### config.mk
export PLATFORM = sky130hd
export DESIGN_NAME = fram_arbiter
export DESIGN_NICKNAME = d
export VERILOG_FILES = /design/src/rtl/fram_arbiter.sv
export SDC_FILE = /design/constraint.sdc
export NUM_CORES = 1
export LEC_CHECK = 0
export CORE_MARGIN = 1.5
export CORE_UTILIZATION = 39
export DETAILED_ROUTE_END_ITERATION = 12
export PLACE_DENSITY = 0.75
export SLEW_MARGIN = 20
export SYNTH_ARGS = -nofsm -noshare
export SYNTH_HDL_FRONTEND = slang
export SYNTH_SLANG_ARGS = --single-unit
### constraint.sdc
create_clock -name clk -period 3.5 [get_ports clk]
set_input_delay 0.875 -clock clk [delete_from_list [all_inputs] [get_ports clk]]
set_output_delay 0.875 -clock clk [all_outputs]
set_load 0.1 [all_outputs]
### src/rtl/fram_arbiter.sv
// Two-master round-robin arbiter and sequencer for the FRAM wrapper: one strobe per grant,
// busy/ready handshake tracking, and a watchdog that converts a stuck access into an error ack.
module fram_arbiter #(
    parameter int unsigned TIMEOUT_CYCLES = 4095,
    parameter int unsigned CNT_W          = 12
) (
    input  logic        clk,
    input  logic        rst_n,
    input  logic        m0_req,
    input  logic        m0_we,
    input  logic [15:0] m0_addr,
    input  logic [31:0] m0_wdata,
    output logic [31:0] m0_rdata,
    output logic        m0_ack,
    output logic        m0_err,
    input  logic        m1_req,
    input  logic        m1_we,
    input  logic [15:0] m1_addr,
    input  logic [31:0] m1_wdata,
    output logic [31:0] m1_rdata,
    output logic        m1_ack,
    output logic        m1_err,
    input  logic        mem_ready,
    output logic [15:0] mem_addr,
    output logic [31:0] mem_wdata,
    input  logic [31:0] mem_rdata,
    output logic        mem_we,
    output logic        mem_re,
    output logic        busy
);
    typedef enum logic [1:0] {StIdle, StIssue, StWait, StAck} state_e;

    localparam logic [CNT_W-1:0] CntLast = CNT_W'(TIMEOUT_CYCLES - 1);

    state_e           state_q, state_d;
    logic             prio_q, prio_d;      // 1: m1 wins a tie
    logic             gnt_q, gnt_d;        // 1: m1 holds the grant
    logic             we_q, we_d;
    logic [15:0]      addr_q, addr_d;
    logic [31:0]      wdata_q, wdata_d;
    logic             mem_we_q, mem_we_d;
    logic             mem_re_q, mem_re_d;
    logic [CNT_W-1:0] cnt_q, cnt_d;
    logic             seen_busy_q, seen_busy_d;
    logic [31:0]      m0_rdata_q, m0_rdata_d;
    logic [31:0]      m1_rdata_q, m1_rdata_d;
    logic             m0_ack_q, m0_ack_d, m0_err_q, m0_err_d;
    logic             m1_ack_q, m1_ack_d, m1_err_q, m1_err_d;

    logic             sel_m1;
    logic             sel_we;
    logic             done;
    logic             timeout;

    always_comb begin
        state_d     = state_q;
        prio_d      = prio_q;
        gnt_d       = gnt_q;
        we_d        = we_q;
        addr_d      = addr_q;
        wdata_d     = wdata_q;
        mem_we_d    = 1'b0;
        mem_re_d    = 1'b0;
        cnt_d       = cnt_q;
        seen_busy_d = seen_busy_q;
        m0_rdata_d  = m0_rdata_q;
        m1_rdata_d  = m1_rdata_q;
        m0_ack_d    = 1'b0;
        m0_err_d    = 1'b0;
        m1_ack_d    = 1'b0;
        m1_err_d    = 1'b0;

        sel_m1  = (m0_req && m1_req) ? prio_q : m1_req;
        sel_we  = sel_m1 ? m1_we : m0_we;
        // Ready must have dropped at least once before a high counts as completion.
        done    = mem_ready && seen_busy_q;
        timeout = !done && (cnt_q == CntLast);

        unique case (state_q)
            StIdle: begin
                if (mem_ready && (m0_req || m1_req)) begin
                    gnt_d    = sel_m1;
                    we_d     = sel_we;
                    addr_d   = sel_m1 ? m1_addr : m0_addr;
                    wdata_d  = sel_m1 ? m1_wdata : m0_wdata;
                    mem_we_d = sel_we;
                    mem_re_d = !sel_we;
                    state_d  = StIssue;
                end
            end
            StIssue: begin
                cnt_d       = '0;
                seen_busy_d = 1'b0;
                state_d     = StWait;
            end
            StWait: begin
                cnt_d = cnt_q + CNT_W'(1);
                if (!mem_ready) begin
                    seen_busy_d = 1'b1;
                end
                if (done || timeout) begin
                    if (done && !we_q) begin
                        if (gnt_q) begin
                            m1_rdata_d = mem_rdata;
                        end else begin
                            m0_rdata_d = mem_rdata;
                        end
                    end
                    m0_ack_d = !gnt_q;
                    m1_ack_d = gnt_q;
                    m0_err_d = !gnt_q && timeout;
                    m1_err_d = gnt_q && timeout;
                    state_d  = StAck;
                end
            end
            StAck: begin
                prio_d  = !gnt_q;
                state_d = StIdle;
            end
        endcase
    end

    always_ff @(posedge clk or negedge rst_n) begin
        if (!rst_n) begin
            state_q     <= StIdle;
            prio_q      <= 1'b0;
            gnt_q       <= 1'b0;
            we_q        <= 1'b0;
            addr_q      <= '0;
            wdata_q     <= '0;
            mem_we_q    <= 1'b0;
            mem_re_q    <= 1'b0;
            cnt_q       <= '0;
            seen_busy_q <= 1'b0;
            m0_rdata_q  <= '0;
            m1_rdata_q  <= '0;
            m0_ack_q    <= 1'b0;
            m0_err_q    <= 1'b0;
            m1_ack_q    <= 1'b0;
            m1_err_q    <= 1'b0;
        end else begin
            state_q     <= state_d;
            prio_q      <= prio_d;
            gnt_q       <= gnt_d;
            we_q        <= we_d;
            addr_q      <= addr_d;
            wdata_q     <= wdata_d;
            mem_we_q    <= mem_we_d;
            mem_re_q    <= mem_re_d;
            cnt_q       <= cnt_d;
            seen_busy_q <= seen_busy_d;
            m0_rdata_q  <= m0_rdata_d;
            m1_rdata_q  <= m1_rdata_d;
            m0_ack_q    <= m0_ack_d;
            m0_err_q    <= m0_err_d;
            m1_ack_q    <= m1_ack_d;
            m1_err_q    <= m1_err_d;
        end
    end

    assign mem_addr  = addr_q;
    assign mem_wdata = wdata_q;
    assign mem_we    = mem_we_q;
    assign mem_re    = mem_re_q;
    assign busy      = (state_q != StIdle);
    assign m0_rdata  = m0_rdata_q;
    assign m0_ack    = m0_ack_q;
    assign m0_err    = m0_err_q;
    assign m1_rdata  = m1_rdata_q;
    assign m1_ack    = m1_ack_q;
    assign m1_err    = m1_err_q;

endmodule

Word-level counts from Yosys, hierarchy flattened
Cells that the tools add are included.
{ "totals": {"register_bits": 136, "input_bits": 135, "out_inout_bits": 119, "wordCells": 68} }
{ "classes": {"add_sub_neg": 1, "n_eq_ne": 7, "n_mux": 22, "n_reduce_logical": 21, "bitwise_logic": 1} }
{ "ops": {"columns": ["op", "n"], "rows": [
  ["two-way mux 32 bit", 1],
  ["one-hot mux 12 bit (2 select lines)", 1],
  ["two-way mux 16 bit", 1],
  ["two-way mux 1 bit", 15],
  ["adder 12 x 1 -> 12 bit (second input constant)", 1],
  ["equality test 12 bit (second input constant)", 1],
  ["one-hot mux 2 bit (4 select lines)", 1],
  ["AND reduction 4 bit", 2],
  ["logical AND 1 bit", 7],
  ["inequality test 2 bit (second input constant)", 3],
  ["AND reduction 2 bit", 3],
  ["equality test 2 bit (second input constant)", 2],
  ["zero test 1 bit", 4],
  ["two-way mux 2 bit", 2],
  ["nonzero test 2 bit", 2],
  ["equality test 2 x 1 -> 1 bit (second input constant)", 1],
  ["zero test 2 bit", 1],
  ["logical OR 1 bit", 2],
  ["one-hot mux 1 bit (2 select lines)", 1],
  ["inverter 1 bit", 1]
]} }

Logic depth before layout (Yosys ltp)
{ "depth": {"ltp_word": 6, "ltp_mapped": 8, "depth_no_buf": 6} }

Least setup slack after synthesis
Ideal clock, no wire load.
{ "synth_timing": {"kind": "register to output", "startpoint": "reg state_q[0]", "endpoint": "out busy", "n_path_buf": 0, "required_ns": 2.625, "arrival_ns": 1.258, "path_slack_ns": 1.367, "path_stages_with_launch": 4, "cell_sequence": "dfrtp_1 inv_1 ha_1 inv_1"} }
{ "synth_via": {"elab_chain_cells": 1} }
{ "synth_lines": {"columns": ["element", "line", "text"], "rows": [
  ["from (decl)", "35", "state_e state_q, state_d;"],
  ["from (signal assigned)", "125", "state_q <= StIdle;"],
  ["from (signal assigned)", "142", "state_q <= state_d;"],
  ["nonzero test 2 bit", "165", "assign busy = (state_q != StIdle);"],
  ["to (decl)", "29", "output logic busy"]
]} }
Every way passes these cells.

Final worst setup path
Same ends and word-level chain as after synthesis.

==> summary.md <==
| Metric | Value |
|---|---|
| Data required time of the critical path | 2.62 ns |
| Placer congestion estimate | 0.742 |
| Synthesized area per cell | 12.6 um2 |
| Yosys top cell area share | 58.9% |
| Clock insertion delay at the later pin of the skew report | 0.42 ns |
| Area added between synthesis and finish | 52.5% |
| Cell types with the highest counts after synthesis | sky130_fd_sc_hd__dfrtp_1, sky130_fd_sc_hd__nand2_1, sky130_fd_sc_hd__mux2i_1 |
| Yosys warns | 0 |
| Die Area | 0.0155 mm2 |
| Maximum clock rate | 412 MHz |
| Total number of vias | 4407 |
| Cells taking the most area after synthesis | sky130_fd_sc_hd__dfrtp_1, sky130_fd_sc_hd__mux2_2, sky130_fd_sc_hd__mux2i_1, sky130_fd_sc_hd__nand2_1, sky130_fd_sc_hd__o21ai_0 |
| CTS H-tree depth | 4 |
| Critical Path End Type | output pin |
| Min cycle time layout | 2.43 ns |
| Outcome | complete, no violations |
| Setup TNS | 0 ns |
| Kind of start point of the critical path | register |
| Pin count of the biggest net entering global routing | 73 |
| Row count | 44 |
| # port buffers | 253 |
| Number of enable flip-flop cells after synthesis | 0 |
| Count of unique library cells instantiated by Yosys | 33 |
| Floorplan die height | 125 um |
| Worst-margin pin slew | 0.497 ns |
| Initial core utilization | 39.9% |
| Number of nets produced by synthesis | 598 |
| Hold violation total from the final report | 0 |
| ANT nets after route | 0 |
| Tightest Hold Check Type | input pin to async pin |
| #FFs+latches synth | 136 |
| Worst Path Class, Setup | register to output pin |
| CTS Buffer Depth | 2 |
| CTS Root Cell | sky130_fd_sc_hd__clkbuf_16 |
| Area of the multi-input gates | 0.00217 mm2 |
| Core Region | 0.0145 mm2 |
| Total of endpoints with negative setup slack in the final report | 0 |
| Arrival time of the worst setup path | 1.55 ns |
| Launching element of the worst setup path | state_q[0]$_DFFE_PN0P_ |
| Max FO, Critical Path | 4 |
| Residual overflow from global routing | 0 |
| Residual DRC count | 0 |
| Sum of routed wire length over all layers | 14100 um |
| Gates resized, CTS repair | 0 |
| Max-slew violation count | 0 |
| Net count of the finished layout | 851 |
| Main flop type after synthesis | sky130_fd_sc_hd__dfrtp_1 |
| Sinks on Clock Net | 136 |
| Post-synthesis async set-or-reset flop share | 100% |
| Cell taking the most area after synthesis | sky130_fd_sc_hd__dfrtp_1 |
| Number of inserted filler cells in the final layout | 1190 |
| Flip-flop and latch area | 0.00340 mm2 |
| Relative slew margins | 66.9% |
| Clock tree from TritonCTS | done |
| Global-route wire length before repair | 23300 um |
| Number of buffers inserted for hold repair after clock tree synthesis | 0 |
| Most common cell in the synthesized netlist | sky130_fd_sc_hd__dfrtp_1 |
| Horiz. Die Dim | 125 um |
| Via count normalized by instance count | 4.86 |
| Fraction of layout cells with a size suffix above 1 | 29.7% |
| Drt wl/cell | 15.6 um |
| Max-cap check violation count | 0 |
| Cts bufs inserted | 17 |
| Sequential element share of the synthesized area | 58.9% |
| Number of search-and-repair iterations in the first detailed-routing pass | 5 |
| HPWL reported at the end of detailed placement | 10700 um |
| Number of antenna violations at the first check in global routing | 0 |
| Setup repair after global routing missed its margin | false |
| Total global routing track utilization | 19.1% |
| Gate count after technology mapping | 457 |
| Number of setup buffers added after CTS | 0 |
| Worst clock skew on the final layout | 0.00700 ns |
| Post-route fraction of the period consumed by the critical path | 69.3% |
| Post-synth design cell area | 0.00577 mm2 |
| Number of placed I/O pins | 254 |
| Clock-pin slew reported for the worst setup and hold paths after clock tree synthesis | 0.06 ns |
| Worst r2r src | state_q[0]$_DFFE_PN0P_ |
| Number of global-route vias before repair | 4462 |
| Number of inserted diodes | 0 |
| Initial drt markers | 132 |
-- path summary, 6_finish.rpt --
check | to | slack (ns) | cells after the start
worst min register to register | mem_addr[3]$_DFFE_PN0P_ | 0.48 | 2
worst max register to register | m1_rdata[4]$_DFFE_PN0P_ | 1.35 | 6
min in group clk | mem_addr[3]$_DFFE_PN0P_ | 0.48 | 2
worst max-delay path | busy | 1.07 | 4
max in group asynchronous | cnt_q[3]$_DFFE_PN0P_ | 2.39 | 2
worst min-delay path | m1_rdata[11]$_DFFE_PN0P_ | 0.40 | 1
-- cells in the final DEF, fill, tap and decap left out, types with 4 or more instances in the layout --
cell type                         synthesis  routed
sky130_fd_sc_hd__a21oi_1                  4       4
sky130_fd_sc_hd__and3_1                   4       4
sky130_fd_sc_hd__buf_4                    4     123
sky130_fd_sc_hd__bufinv_16                0       4
sky130_fd_sc_hd__clkbuf_16                0      17
sky130_fd_sc_hd__clkdlybuf4s50_1          0     133
sky130_fd_sc_hd__dfrtp_1                136     136
sky130_fd_sc_hd__ha_1                     6       6
sky130_fd_sc_hd__inv_1                    9       9
sky130_fd_sc_hd__mux2_1                  14      14
sky130_fd_sc_hd__mux2_2                  50      50
sky130_fd_sc_hd__mux2i_1                 52      52
sky130_fd_sc_hd__nand2_1                 54      54
sky130_fd_sc_hd__nand4_1                  5       5
sky130_fd_sc_hd__nor2_1                  12      12
sky130_fd_sc_hd__o21ai_0                 39      39
sky130_fd_sc_hd__o21ai_1                 18      18
sky130_fd_sc_hd__xor2_1                   5       5
-- cell type report --
cell class                      count  area share (%)
Tap cell                          184            2.61
Sequential cell                   136            38.6
Multi-Input combinational cell    286            24.7
Timing Repair Buffer              260            26.4
Inverter                            9           0.384
Clock buffer                       21            5.34
Clock inverter                     11            1.92
-- registers in the layout, summed over array words and instances (netlist names) --
register	cells
gnt_q	1
mem_addr	16
mem_re	1
we_q	1
m1_err	1
state_q	2
m0_rdata	32
seen_busy_q	1
m1_rdata	32
m0_ack	1
m0_err	1
m1_ack	1
prio_q	1
cnt_q	12
mem_we	1
mem_wdata	32
-- per-stage QoR --
stage	hold WS [ns]	utilization [%]	std cells	worst slack [ns]	instance area (um2)
2_1_floorplan	0.438	-	457	1.37	5770
3_5_place_dp	0.472	56.4	875	0.762	8170
5_1_grt	0.430	60.8	907	1.01	8810
4_1_cts	0.403	60.8	907	1.06	8810
3_3_place_gp	0.464	56.4	875	0.803	8170
6_report	0.401	60.8	907	1.07	8810
-- critical path, stage by stage, from the launching register on --
cell                      delay (ns)
sky130_fd_sc_hd__dfrtp_1        0.40
sky130_fd_sc_hd__inv_1          0.08
sky130_fd_sc_hd__ha_1           0.25
sky130_fd_sc_hd__inv_1          0.10
sky130_fd_sc_hd__buf_4          0.30
-- metal layers --
metal  wire length (um)  GRT usage [%]
met3               1220           7.09
met5                  0              0
met2               6640           30.8
met4                210           6.69
met1               6050           23.5
-- kinds of logic after synthesis --
| group | Yosys count | synth area share (%) |
|---|---|---|
| flops | 136 | 58.9 |
| mux | 116 | 21.5 |
| simple gates | 89 | 7.26 |
| compound gates | 70 | 6.70 |
| buf+inv | 35 | 3.55 |
| fa+ha+maj | 6 | 1.30 |
| xor+xnor | 5 | 0.758 |
Power is left out: the tool's default activity adds up to more than one toggle a clock period on the data nets, which glitch-free logic cannot reach.
